--- src/rtl/ec_fp_mult_mod_serial_pkg.sv ---
// rtl/ec_fp_mult_mod_serial_pkg.sv - shared field constants and FSM state type for the serial Fp multiplier
package ec_fp_mult_mod_serial_pkg;

    localparam int EC_DAT_BITS = 256;
    localparam int EC_CTL_BITS = 8;

    // secp256k1 field prime: 2^256 - 2^32 - 977
    localparam logic [255:0] SECP256K1_P =
        256'hFFFFFFFF_FFFFFFFF_FFFFFFFF_FFFFFFFF_FFFFFFFF_FFFFFFFF_FFFFFFFE_FFFFFC2F;

    typedef enum logic [1:0] {
        ST_IDLE = 2'd0,
        ST_CALC = 2'd1,
        ST_DONE = 2'd2
    } mult_state_e;

    typedef struct packed {
        logic sop;
        logic eop;
        logic err;
    } stream_flags_t;

    function automatic stream_flags_t single_beat_flags(input logic err);
        stream_flags_t f;
        f.sop = 1'b1;
        f.eop = 1'b1;
        f.err = err;
        return f;
    endfunction

endpackage

--- src/rtl/ec_fp_mult_mod_serial_if.sv ---
// rtl/ec_fp_mult_mod_serial_if.sv - valid/ready stream interface carrying data, ctl tag and framing flags
interface if_axi_stream
    import ec_fp_mult_mod_serial_pkg::*;
#(
    parameter int DAT_BITS = EC_DAT_BITS,
    parameter int CTL_BITS = EC_CTL_BITS,
    parameter int MOD_BITS = 1
);
    logic                val;
    logic                rdy;
    logic                sop;
    logic                eop;
    logic                err;
    logic [DAT_BITS-1:0] dat;
    logic [CTL_BITS-1:0] ctl;
    logic [MOD_BITS-1:0] mod;

    modport source (output val, sop, eop, err, dat, ctl, mod, input rdy);
    modport sink   (input val, sop, eop, err, dat, ctl, mod, output rdy);
    modport master (output val, sop, eop, err, dat, ctl, mod, input rdy);
    modport slave  (input val, sop, eop, err, dat, ctl, mod, output rdy);

endinterface

--- src/rtl/ec_fp_mult_mod_serial_dbl_add.sv ---
// rtl/ec_fp_mult_mod_serial_dbl_add.sv - one MSB-first step of modular multiply: acc = 2*acc (+a) mod p
module ec_fp_mod_dbl_add #(
    parameter int DAT_BITS = 256
) (
    input  logic [DAT_BITS-1:0] acc,
    input  logic [DAT_BITS-1:0] a,
    input  logic                b_bit,
    input  logic [DAT_BITS-1:0] p,
    output logic [DAT_BITS-1:0] acc_nxt
);
    logic [DAT_BITS:0] p_ext;
    logic [DAT_BITS:0] dbl;
    logic [DAT_BITS:0] dbl_red;
    logic [DAT_BITS:0] sum;
    logic [DAT_BITS:0] sum_red;
    logic              unused_msb;

    // acc and a are both < p, so one conditional subtract after each operation keeps the result < p
    always_comb begin
        p_ext   = {1'b0, p};
        dbl     = {acc, 1'b0};
        dbl_red = (dbl >= p_ext) ? (dbl - p_ext) : dbl;
        sum     = b_bit ? (dbl_red + {1'b0, a}) : dbl_red;
        sum_red = (sum >= p_ext) ? (sum - p_ext) : sum;
    end

    assign acc_nxt    = sum_red[DAT_BITS-1:0];
    assign unused_msb = sum_red[DAT_BITS];

endmodule

--- src/rtl/ec_fp_mult_mod_serial.sv ---
// rtl/ec_fp_mult_mod_serial.sv - single-slot bit-serial (a*b) mod P responder with tag echo
module ec_fp_mult_mod_serial
    import ec_fp_mult_mod_serial_pkg::*;
#(
    parameter int                  DAT_BITS = EC_DAT_BITS,
    parameter logic [DAT_BITS-1:0] P        = DAT_BITS'(SECP256K1_P),
    parameter int                  CTL_BITS = EC_CTL_BITS
) (
    input  logic          i_clk,
    input  logic          i_rst,
    if_axi_stream.sink    i_mul_if,
    if_axi_stream.source  o_mul_if
);
    localparam int                  CNT_BITS = (DAT_BITS > 1) ? $clog2(DAT_BITS) : 1;
    localparam logic [CNT_BITS-1:0] CNT_LAST = CNT_BITS'(DAT_BITS - 1);

    mult_state_e         state_q, state_d;
    logic [DAT_BITS-1:0] a_q, a_d;
    logic [DAT_BITS-1:0] b_q, b_d;
    logic [DAT_BITS-1:0] acc_q, acc_d;
    logic [CNT_BITS-1:0] cnt_q, cnt_d;
    logic [CTL_BITS-1:0] ctl_q, ctl_d;
    logic                err_q, err_d;
    logic                in_rdy_q, in_rdy_d;
    logic                out_val_q, out_val_d;

    logic [DAT_BITS-1:0] req_a;
    logic [DAT_BITS-1:0] req_b;
    logic                op_bad;
    logic [DAT_BITS-1:0] step_acc;
    stream_flags_t       out_flags;
    logic                unused_ok;

    assign req_a  = i_mul_if.dat[0 +: DAT_BITS];
    assign req_b  = i_mul_if.dat[DAT_BITS +: DAT_BITS];
    assign op_bad = (req_a >= P) || (req_b >= P);

    ec_fp_mod_dbl_add #(
        .DAT_BITS (DAT_BITS)
    ) u_step (
        .acc     (acc_q),
        .a       (a_q),
        .b_bit   (b_q[cnt_q]),
        .p       (P),
        .acc_nxt (step_acc)
    );

    always_ff @(posedge i_clk) begin
        if (i_rst) begin
            state_q   <= ST_IDLE;
            a_q       <= '0;
            b_q       <= '0;
            acc_q     <= '0;
            cnt_q     <= '0;
            ctl_q     <= '0;
            err_q     <= 1'b0;
            in_rdy_q  <= 1'b0;
            out_val_q <= 1'b0;
        end else begin
            state_q   <= state_d;
            a_q       <= a_d;
            b_q       <= b_d;
            acc_q     <= acc_d;
            cnt_q     <= cnt_d;
            ctl_q     <= ctl_d;
            err_q     <= err_d;
            in_rdy_q  <= in_rdy_d;
            out_val_q <= out_val_d;
        end
    end

    always_comb begin
        state_d   = state_q;
        a_d       = a_q;
        b_d       = b_q;
        acc_d     = acc_q;
        cnt_d     = cnt_q;
        ctl_d     = ctl_q;
        err_d     = err_q;
        in_rdy_d  = in_rdy_q;
        out_val_d = out_val_q;

        case (state_q)
            ST_IDLE: begin
                in_rdy_d = 1'b1;
                if (i_mul_if.val && in_rdy_q) begin
                    a_d      = req_a;
                    b_d      = req_b;
                    ctl_d    = i_mul_if.ctl;
                    acc_d    = '0;
                    cnt_d    = CNT_LAST;
                    in_rdy_d = 1'b0;
                    err_d    = op_bad;
                    // unreduced operands bypass the datapath and report an error with dat=0
                    state_d  = op_bad ? ST_DONE : ST_CALC;
                end
            end
            ST_CALC: begin
                acc_d = step_acc;
                if (cnt_q == '0) begin
                    state_d = ST_DONE;
                end else begin
                    cnt_d = cnt_q - CNT_BITS'(1);
                end
            end
            ST_DONE: begin
                out_val_d = 1'b1;
                if (out_val_q && o_mul_if.rdy) begin
                    out_val_d = 1'b0;
                    in_rdy_d  = 1'b1;
                    state_d   = ST_IDLE;
                end
            end
            default: begin
                state_d = ST_IDLE;
            end
        endcase
    end

    assign out_flags     = single_beat_flags(err_q);
    assign i_mul_if.rdy  = in_rdy_q;
    assign o_mul_if.val  = out_val_q;
    assign o_mul_if.dat  = acc_q;
    assign o_mul_if.ctl  = ctl_q;
    assign o_mul_if.err  = out_flags.err;
    assign o_mul_if.sop  = out_flags.sop;
    assign o_mul_if.eop  = out_flags.eop;
    assign o_mul_if.mod  = '0;

    assign unused_ok = &{1'b0, i_mul_if.sop, i_mul_if.eop, i_mul_if.err, i_mul_if.mod};

endmodule
--- src/flat_wrapper.sv ---
// flat-port wrapper written by rule: the top's interface ports become plain ports
module ec_fp_mult_mod_serial_flat import ec_fp_mult_mod_serial_pkg::*;
#(
    parameter int                  DAT_BITS = EC_DAT_BITS,
    parameter logic [DAT_BITS-1:0] P        = DAT_BITS'(SECP256K1_P),
    parameter int                  CTL_BITS = EC_CTL_BITS
)
  (i_clk, i_rst, i_mul_if_val, i_mul_if_sop, i_mul_if_eop, i_mul_if_err, i_mul_if_dat, i_mul_if_ctl, i_mul_if_mod, i_mul_if_rdy, o_mul_if_val, o_mul_if_sop, o_mul_if_eop, o_mul_if_err, o_mul_if_dat, o_mul_if_ctl, o_mul_if_mod, o_mul_if_rdy);
  if_axi_stream #(.DAT_BITS(DAT_BITS), .CTL_BITS(CTL_BITS)) i_mul_if_i ();
  if_axi_stream #(.DAT_BITS(DAT_BITS), .CTL_BITS(CTL_BITS)) o_mul_if_i ();
  input  logic i_clk;
  input  logic i_rst;
  input wire logic [$bits(i_mul_if_i.val)-1:0] i_mul_if_val;
  input wire logic [$bits(i_mul_if_i.sop)-1:0] i_mul_if_sop;
  input wire logic [$bits(i_mul_if_i.eop)-1:0] i_mul_if_eop;
  input wire logic [$bits(i_mul_if_i.err)-1:0] i_mul_if_err;
  input wire logic [$bits(i_mul_if_i.dat)-1:0] i_mul_if_dat;
  input wire logic [$bits(i_mul_if_i.ctl)-1:0] i_mul_if_ctl;
  input wire logic [$bits(i_mul_if_i.mod)-1:0] i_mul_if_mod;
  output wire logic [$bits(i_mul_if_i.rdy)-1:0] i_mul_if_rdy;
  output wire logic [$bits(o_mul_if_i.val)-1:0] o_mul_if_val;
  output wire logic [$bits(o_mul_if_i.sop)-1:0] o_mul_if_sop;
  output wire logic [$bits(o_mul_if_i.eop)-1:0] o_mul_if_eop;
  output wire logic [$bits(o_mul_if_i.err)-1:0] o_mul_if_err;
  output wire logic [$bits(o_mul_if_i.dat)-1:0] o_mul_if_dat;
  output wire logic [$bits(o_mul_if_i.ctl)-1:0] o_mul_if_ctl;
  output wire logic [$bits(o_mul_if_i.mod)-1:0] o_mul_if_mod;
  input wire logic [$bits(o_mul_if_i.rdy)-1:0] o_mul_if_rdy;
  assign i_mul_if_i.val = i_mul_if_val;
  assign i_mul_if_i.sop = i_mul_if_sop;
  assign i_mul_if_i.eop = i_mul_if_eop;
  assign i_mul_if_i.err = i_mul_if_err;
  assign i_mul_if_i.dat = i_mul_if_dat;
  assign i_mul_if_i.ctl = i_mul_if_ctl;
  assign i_mul_if_i.mod = i_mul_if_mod;
  assign i_mul_if_rdy = i_mul_if_i.rdy;
  assign o_mul_if_val = o_mul_if_i.val;
  assign o_mul_if_sop = o_mul_if_i.sop;
  assign o_mul_if_eop = o_mul_if_i.eop;
  assign o_mul_if_err = o_mul_if_i.err;
  assign o_mul_if_dat = o_mul_if_i.dat;
  assign o_mul_if_ctl = o_mul_if_i.ctl;
  assign o_mul_if_mod = o_mul_if_i.mod;
  assign o_mul_if_i.rdy = o_mul_if_rdy;
  ec_fp_mult_mod_serial #(.DAT_BITS(DAT_BITS), .P(P), .CTL_BITS(CTL_BITS)) u_core (.i_clk(i_clk), .i_rst(i_rst), .i_mul_if(i_mul_if_i), .o_mul_if(o_mul_if_i));
endmodule
--- config.mk ---
export PLATFORM = sky130hd
export DESIGN_NAME = ec_fp_mult_mod_serial_flat
export DESIGN_NICKNAME = d
export VERILOG_FILES = /design/src/rtl/ec_fp_mult_mod_serial_pkg.sv /design/src/rtl/ec_fp_mult_mod_serial_if.sv /design/src/rtl/ec_fp_mult_mod_serial_dbl_add.sv /design/src/rtl/ec_fp_mult_mod_serial.sv /design/src/flat_wrapper.sv
export SDC_FILE = /design/constraint.sdc
export NUM_CORES = 1
export LEC_CHECK = 0
export CORE_AREA = 2 2 210 212
export CTS_BUF_LIST = sky130_fd_sc_hd__clkbuf_8 sky130_fd_sc_hd__clkbuf_16
export DETAILED_ROUTE_END_ITERATION = 8
export DIE_AREA = 0 0 212 214
export GPL_ROUTABILITY_DRIVEN = 0
export PLACE_DENSITY_LB_ADDON = 0.08
export SYNTH_ARGS = -nofsm -noshare
export SYNTH_HDL_FRONTEND = slang
export SYNTH_SLANG_ARGS = --single-unit
--- constraint.sdc ---
create_clock -name i_clk -period 2.2 [get_ports i_clk]
set_clock_uncertainty 0.2 [all_clocks]
set_input_delay 0.55 -clock i_clk [delete_from_list [all_inputs] [get_ports i_clk]]
set_output_delay 0.55 -clock i_clk [all_outputs]
set_load 0.02 [all_outputs]
# Word-level counts from Yosys, hierarchy flattened
# Memory sizes are Yosys's and may differ from the RTL's. A register that Yosys moved wholly into a read port is not among the register bits.
# Cells that the tools add are included.
classes:
  n_reduce_logical: 11
  n_eq_ne: 6
  addsub: 4
  mux: 19
  order_cmp: 3
ops:
  columns: ["operator", "n"]
  rows:
  - ["$ge A257 B256 Y1 const B", 2]
  - ["$mux W257", 2]
  - ["$mux W256", 2]
  - ["$pmux W256 S2", 1]
  - ["$add A257 B256 Y257", 1]
  - ["$sub A257 B256 Y257 const B", 1]
  - ["$sub A256 B256 Y256 const B", 1]
  - ["$mux W8", 4]
  - ["$pmux W8 S2", 1]
  - ["$lt A8 B9 Y1 const B", 1]
  - ["$logic_not A8 Y1", 1]
  - ["$sub A8 B1 Y8 const B", 1]
  - ["$mux W2", 3]
  - ["$ne A2 B1 Y1 const B", 3]
  - ["$pmux W2 S3", 1]
  - ["$reduce_and A2 Y1", 3]
  - ["$reduce_and A3 Y1", 2]
  - ["$mux W1", 4]
  - ["$reduce_bool A2 Y1", 2]
  - ["$eq A2 B1 Y1 const B", 1]
  - ["$eq A2 B2 Y1 const B", 1]
  - ["$logic_and A1 B1 Y1", 2]
  - ["$logic_not A2 Y1", 1]
  - ["$ne A2 B2 Y1 const B", 1]
  - ["$pmux W1 S2", 1]
word_totals:
  regBits: 533
  input_bits: 272
  out_inout_bits: 270
  mem_bits_ro: 256
  mem_count: 1
  elab_cells: 52
memory_table:
  columns: ["name", "words", "width", "rd", "rd_ports_with_merged_regs", "wr", "line_no", "rtl"]
  rows:
  - ["(name not given)", 256, 1, 1, 1, 0, "ec_fp_mult_mod_serial.sv:43", ".b_bit (b_q[cnt_q]),"]

# Logic depth before layout (Yosys ltp)
# Gate-level depths: netlist of run 1.
depth:
  ltp_word: 7
  depth_mapped: 4
  ltp_nobuf: 2

# Worst setup path after synthesis of run 1
# No wires, ideal clock.
synth_path:
  path_kind: "input to register"
  from: "input i_rst"
  to: "register u_core.out_val_q, in the netlist u_core.o_mul_if.val"
  setup_ns: 0.074
  arrival_time_ns: 1.060
  path_stages: 4
  required_ns: 1.926
  path_buffers: 2
  slack_ns: 0.866
  cell_sequence: "buf_2 -> buf_6 -> o21bai_1 -> a31oi_1"
synth_rtl:
  columns: ["item", "line_no", "rtl"]
  rows:
  - ["start: declaration", "flat_wrapper.sv:12", "input logic i_rst;"]
  - ["end signal: assignment", "ec_fp_mult_mod_serial.sv:68", "out_val_q <= out_val_d;"]
  - ["end: declaration", "ec_fp_mult_mod_serial.sv:25", "logic out_val_q, out_val_d;"]

# Final worst setup path of run 1
layout_path:
  from: "register u_core.in_rdy_q, in the netlist u_core.i_mul_if.rdy"
  to: "output i_mul_if_rdy"
layout_rtl:
  columns: ["item", "line_no", "rtl"]
  rows:
  - ["start: declaration", "ec_fp_mult_mod_serial.sv:24", "logic in_rdy_q, in_rdy_d;"]
  - ["start signal: assignment", "ec_fp_mult_mod_serial.sv:67", "in_rdy_q <= in_rdy_d;"]
  - ["end: declaration", "flat_wrapper.sv:20", "output wire logic [$bits(i_mul_if_i.rdy)-1:0] i_mul_if_rdy;"]
# No word-level cell between the ends.

==> summary.md, run 1 <==
| Metric | Value |
|---|---|
| Power share of the sequential group | 20.9% |
| Half-perimeter wire length after placement | around 3500 um |
| H-tree Lvls | 1 |
| Core area | 0.04289 mm^2 |
| Bufs and invs on worst path | 1 |
| Synth Area in XOR/XNOR | 0% |
| Max FO, Critical Path | 4 |
| Max-slew violation count | 0 |
| First-pass GRT wire length | roughly 5000 um |
| Startpoint Class | register |
| Syn Std Cell Area | roughly 0.0025 mm^2 |
| CTS root buf | clkbuf_16 |
| Largest net degree at the start of global routing | 20 |
| Cell family with most CP delay | buffers and inverters |
| Synth Warn # | 0 |
| I/O Buffers | 22 |
| WP data required | between 1 and 1.5 ns |
| Final setup margin | 0.1615 ns |
| Max clock buf depth | 2 |
| Die Wd | between 200 and 250 um |
| Starting Density | 5.750% |
| Finish-stage setup viols | 0 |
| CTS tree | yes |
| Critical Path AT | between 1 and 1.5 ns |
| Hold Buf Count CTS | 0 |
| Initial antenna violation count | 0 |
| Slowest CP cell | clkdlybuf4s50_1 |
| Worst Hold Class | reg2reg |
| Clock sinks | 12 |
| Iter 0 DRT Violations | 8 |
| Most frequent cells in the layout | conb_1, clkdlybuf4s50_1, nand2b_1, dfxtp_1, mux2i_1 |
| Via count | approximately 1100 |
| Die height | 214 um |
| Net Sw Frac | about half |
| Worst-Skew Late Latency | 0.25 ns |
| Int Pwr | a little under 600 uW |
| Congestion Overflow GR | 0 |
| Setup TNS | 0 ns |
| Post-synthesis mux area share | 3.247% |
| CP Class | reg2out |
| Share of the synthesized area in the top cell type | between 70% and 80% |
| Net switching power | approximately 590 uW |
| Pwr/cell area | 457.9 mW/mm^2 |
| Largest family of logic cells by synthesized area | buffers and inverters |
| Initial DRT Pass Iterations | 4 |
| Die Area | 0.04537 mm^2 |
| WL per Instance | roughly 4.4 um |
| Synth Area in Simple Gates | 4.718% |
| WL final | ~4000 um |
| Compound-gate portion of the synthesized area | 1.877% |
| FF-to-FF setup slack | a little under 1 ns |
| IR Drop Worst-Case VDD | approximately 0.22 mV |
| Vias in the first global route | 708 |
| Flops & latches, synth | 12 |
| Layout Nets | between 600 and 700 |
| Hold endpoint | u_core.o_mul_if.ctl[2] |
| Crit end category | primary output |
| Leakage power | around 0.0012 uW |
| Final hold viol count | 0 |
| # Max-Cap Violations | 0 |
| Post-CTS Setup Bufs | 0 |
| Hold path cells | 2 |
| Largest stage delay, worst path | 0.67 ns |
| Reg2reg start | u_core.i_mul_if.rdy |
| Area grow syn2layout | 3.095% |
| FF-to-FF End | u_core.o_mul_if.ctl[1] |
| Final period utilization | between 90 and 100% |
| Synth unique cells | 16 |
| Num CTS Buffers | 3 |
| # resized after CTS | 0 |
| Clock power share | a little over a third |
| Share of cells above drive strength 1 | ~2.1% |
| Yosys top cell by area | buf_4 |
| Max Fclk | 490.6 MHz |
| Gate Count Post-Synth | a little over 300 |
| Mean Syn Cell Area | between 7 and 8 um^2 |
| Ports | between 500 and 600 |
| Antenna-violating nets left | 0 |
| Total track usage | around 1.6% |
| Combinational group share of total power | about 44% |
| Synth area leaders | buf_4, dfxtp_1, nand2b_1, mux2i_1, buf_6 |
| Outcome | complete, no violations |
| Placement Setup Slack | 0.2729 ns |
| Crit path time final | around 2.0 ns |
| Worst Reg-to-Reg Cells | 3 |
| FP Rows | 76 |
| Via density | about 1.2 |
| Post-synthesis adder-cell area fraction | 0% |
| Seq/Total Area, Yosys | 9.741% |
| Hold_sp | u_core.o_mul_if.ctl[2] |
| Cell Chain, Critical Path | clkdlybuf4s50_1 |
| Commonest non-fill, non-tap cell in the layout | conb_1 |
| Clk slew on worst S/H paths | 0.06 ns |
| DRC viols | 0 |
| RSZ-0062 raised after global routing | no |
-- registers in the layout, indices dropped and copies added (netlist names) --
register and count:
u_core.o_mul_if.err 1, u_core.i_mul_if.rdy 1, u_core.state_q 1, u_core.o_mul_if.ctl 8, u_core.o_mul_if.val 1
-- logic make-up (layout without fill, tap and decap cells) --
logic type / Yosys count / count (layout)
buffers and inverters: 263 / 29
DFF: 12 / 12
and+or+nand+nor: 18 / 18
AOI/OAI and AO/OA: 6 / 6
other: 2 / 260
muxes: 8 / 8
-- per-stage QoR --
stage	hold slack [ns]	cells	cell area [um^2]	util [%]	total power, uW
after global placement	0.2863	913	2451	5.715	759.8
after global routing	0.3122	917	2540	5.923	1254
after floorplan	0.2626	566	3431	-	1037
after detailed placement	0.2716	913	2451	5.715	755.5
after CTS	0.2840	917	2540	5.923	1191
final	0.2754	918	2542	5.928	1164
-- tightest hold or removal path: stages (launching register included) --
cell      delay, ns
dfxtp_1        0.31
nand2b_1       0.06
mux2i_1        0.05
-- cells in the mapped netlist --
master	count
a21bo_2	1
a21oi_1	1
a31oi_1	1
and3b_1	1
buf_2	1
buf_4	259
buf_6	2
conb_1	2
dfxtp_1	12
inv_1	1
mux2i_1	8
nand2b_1	16
nand3b_1	1
o211a_1	1
o21a_1	1
o21bai_1	1
-- power groups by stage --
| stage | Clock [uW] | Combinational, uW | Sequential, uW |
|---|---|---|---|
| after floorplan | 0 | 775 | 262 |
| final | 405 | 515 | 244 |
| after global placement | 0 | 510 | 250 |
| after global routing | 450 | 557 | 247 |
| after detailed placement | 0 | 507 | 248 |
| after CTS | 439 | 507 | 244 |
-- how the worst max path moves through the flow --
stage / startpoint / endpoint / slack (ns) / cells after the start
after floorplan: i_rst / u_core.o_mul_if.val / 0.87 / 4
after global placement: i_mul_if_val / u_core.o_mul_if.ctl[2] / 0.26 / 4
after detailed placement: i_mul_if_val / u_core.o_mul_if.ctl[1] / 0.27 / 4
after CTS: u_core.i_mul_if.rdy / i_mul_if_rdy / 0.11 / 1
after global routing: u_core.o_mul_if.ctl[4] / o_mul_if_ctl[4] / 0.09 / 1
final: u_core.i_mul_if.rdy / i_mul_if_rdy / 0.16 / 1
-- area by class of cell --
class | instances | area (um^2)
Tap cell | 585 | 732.0
Timing Repair Buffer | 24 | 260.3
Multi-Input combinational cell | 291 | 1215
Sequential cell | 12 | 240.2
Inverter | 1 | 3.754
Antenna cell | 1 | 2.502
Clock buffer | 4 | 88.84
Fill cell | 5046 | 40340
-- per-layer routing --
| layer | up-vias | global-route usage [%] | share of wire [%] |
|---|---|---|---|
| met5 | - | 0 | 0 |
| met4 | 0 | 0.1408 | 0 |
| met3 | 0 | 1.701 | 30 |
| met2 | 216 | 2.284 | 40 |
| met1 | 441 | 1.548 | 30 |
| li1 | 471 | - | - |
Note: power is estimated with default switching activity, not from simulation.
==> run 2, diff against run 1 <==
--- a/config.mk
+++ b/config.mk
@@ -11,6 +11,7 @@
 export DIE_AREA = 0 0 212 214
 export GPL_ROUTABILITY_DRIVEN = 0
 export PLACE_DENSITY_LB_ADDON = 0.08
+export SLEW_MARGIN = 15
 export SYNTH_ARGS = -nofsm -noshare
 export SYNTH_HDL_FRONTEND = slang
 export SYNTH_SLANG_ARGS = --single-unit
==> results of run 2 <==
No change in the layout: final DEF, timing and power equal those of run 1.
==> run 3, diff against run 2 <==
--- a/config.mk
+++ b/config.mk
@@ -5,6 +5,7 @@
 export SDC_FILE = /design/constraint.sdc
 export NUM_CORES = 1
 export LEC_CHECK = 0
+export ABC_CLOCK_PERIOD_IN_PS = 2200
 export CORE_AREA = 2 2 210 212
 export CTS_BUF_LIST = sky130_fd_sc_hd__clkbuf_8 sky130_fd_sc_hd__clkbuf_16
 export DETAILED_ROUTE_END_ITERATION = 8
==> results of run 3 <==
No change in the layout: final DEF, timing and power equal those of run 1.
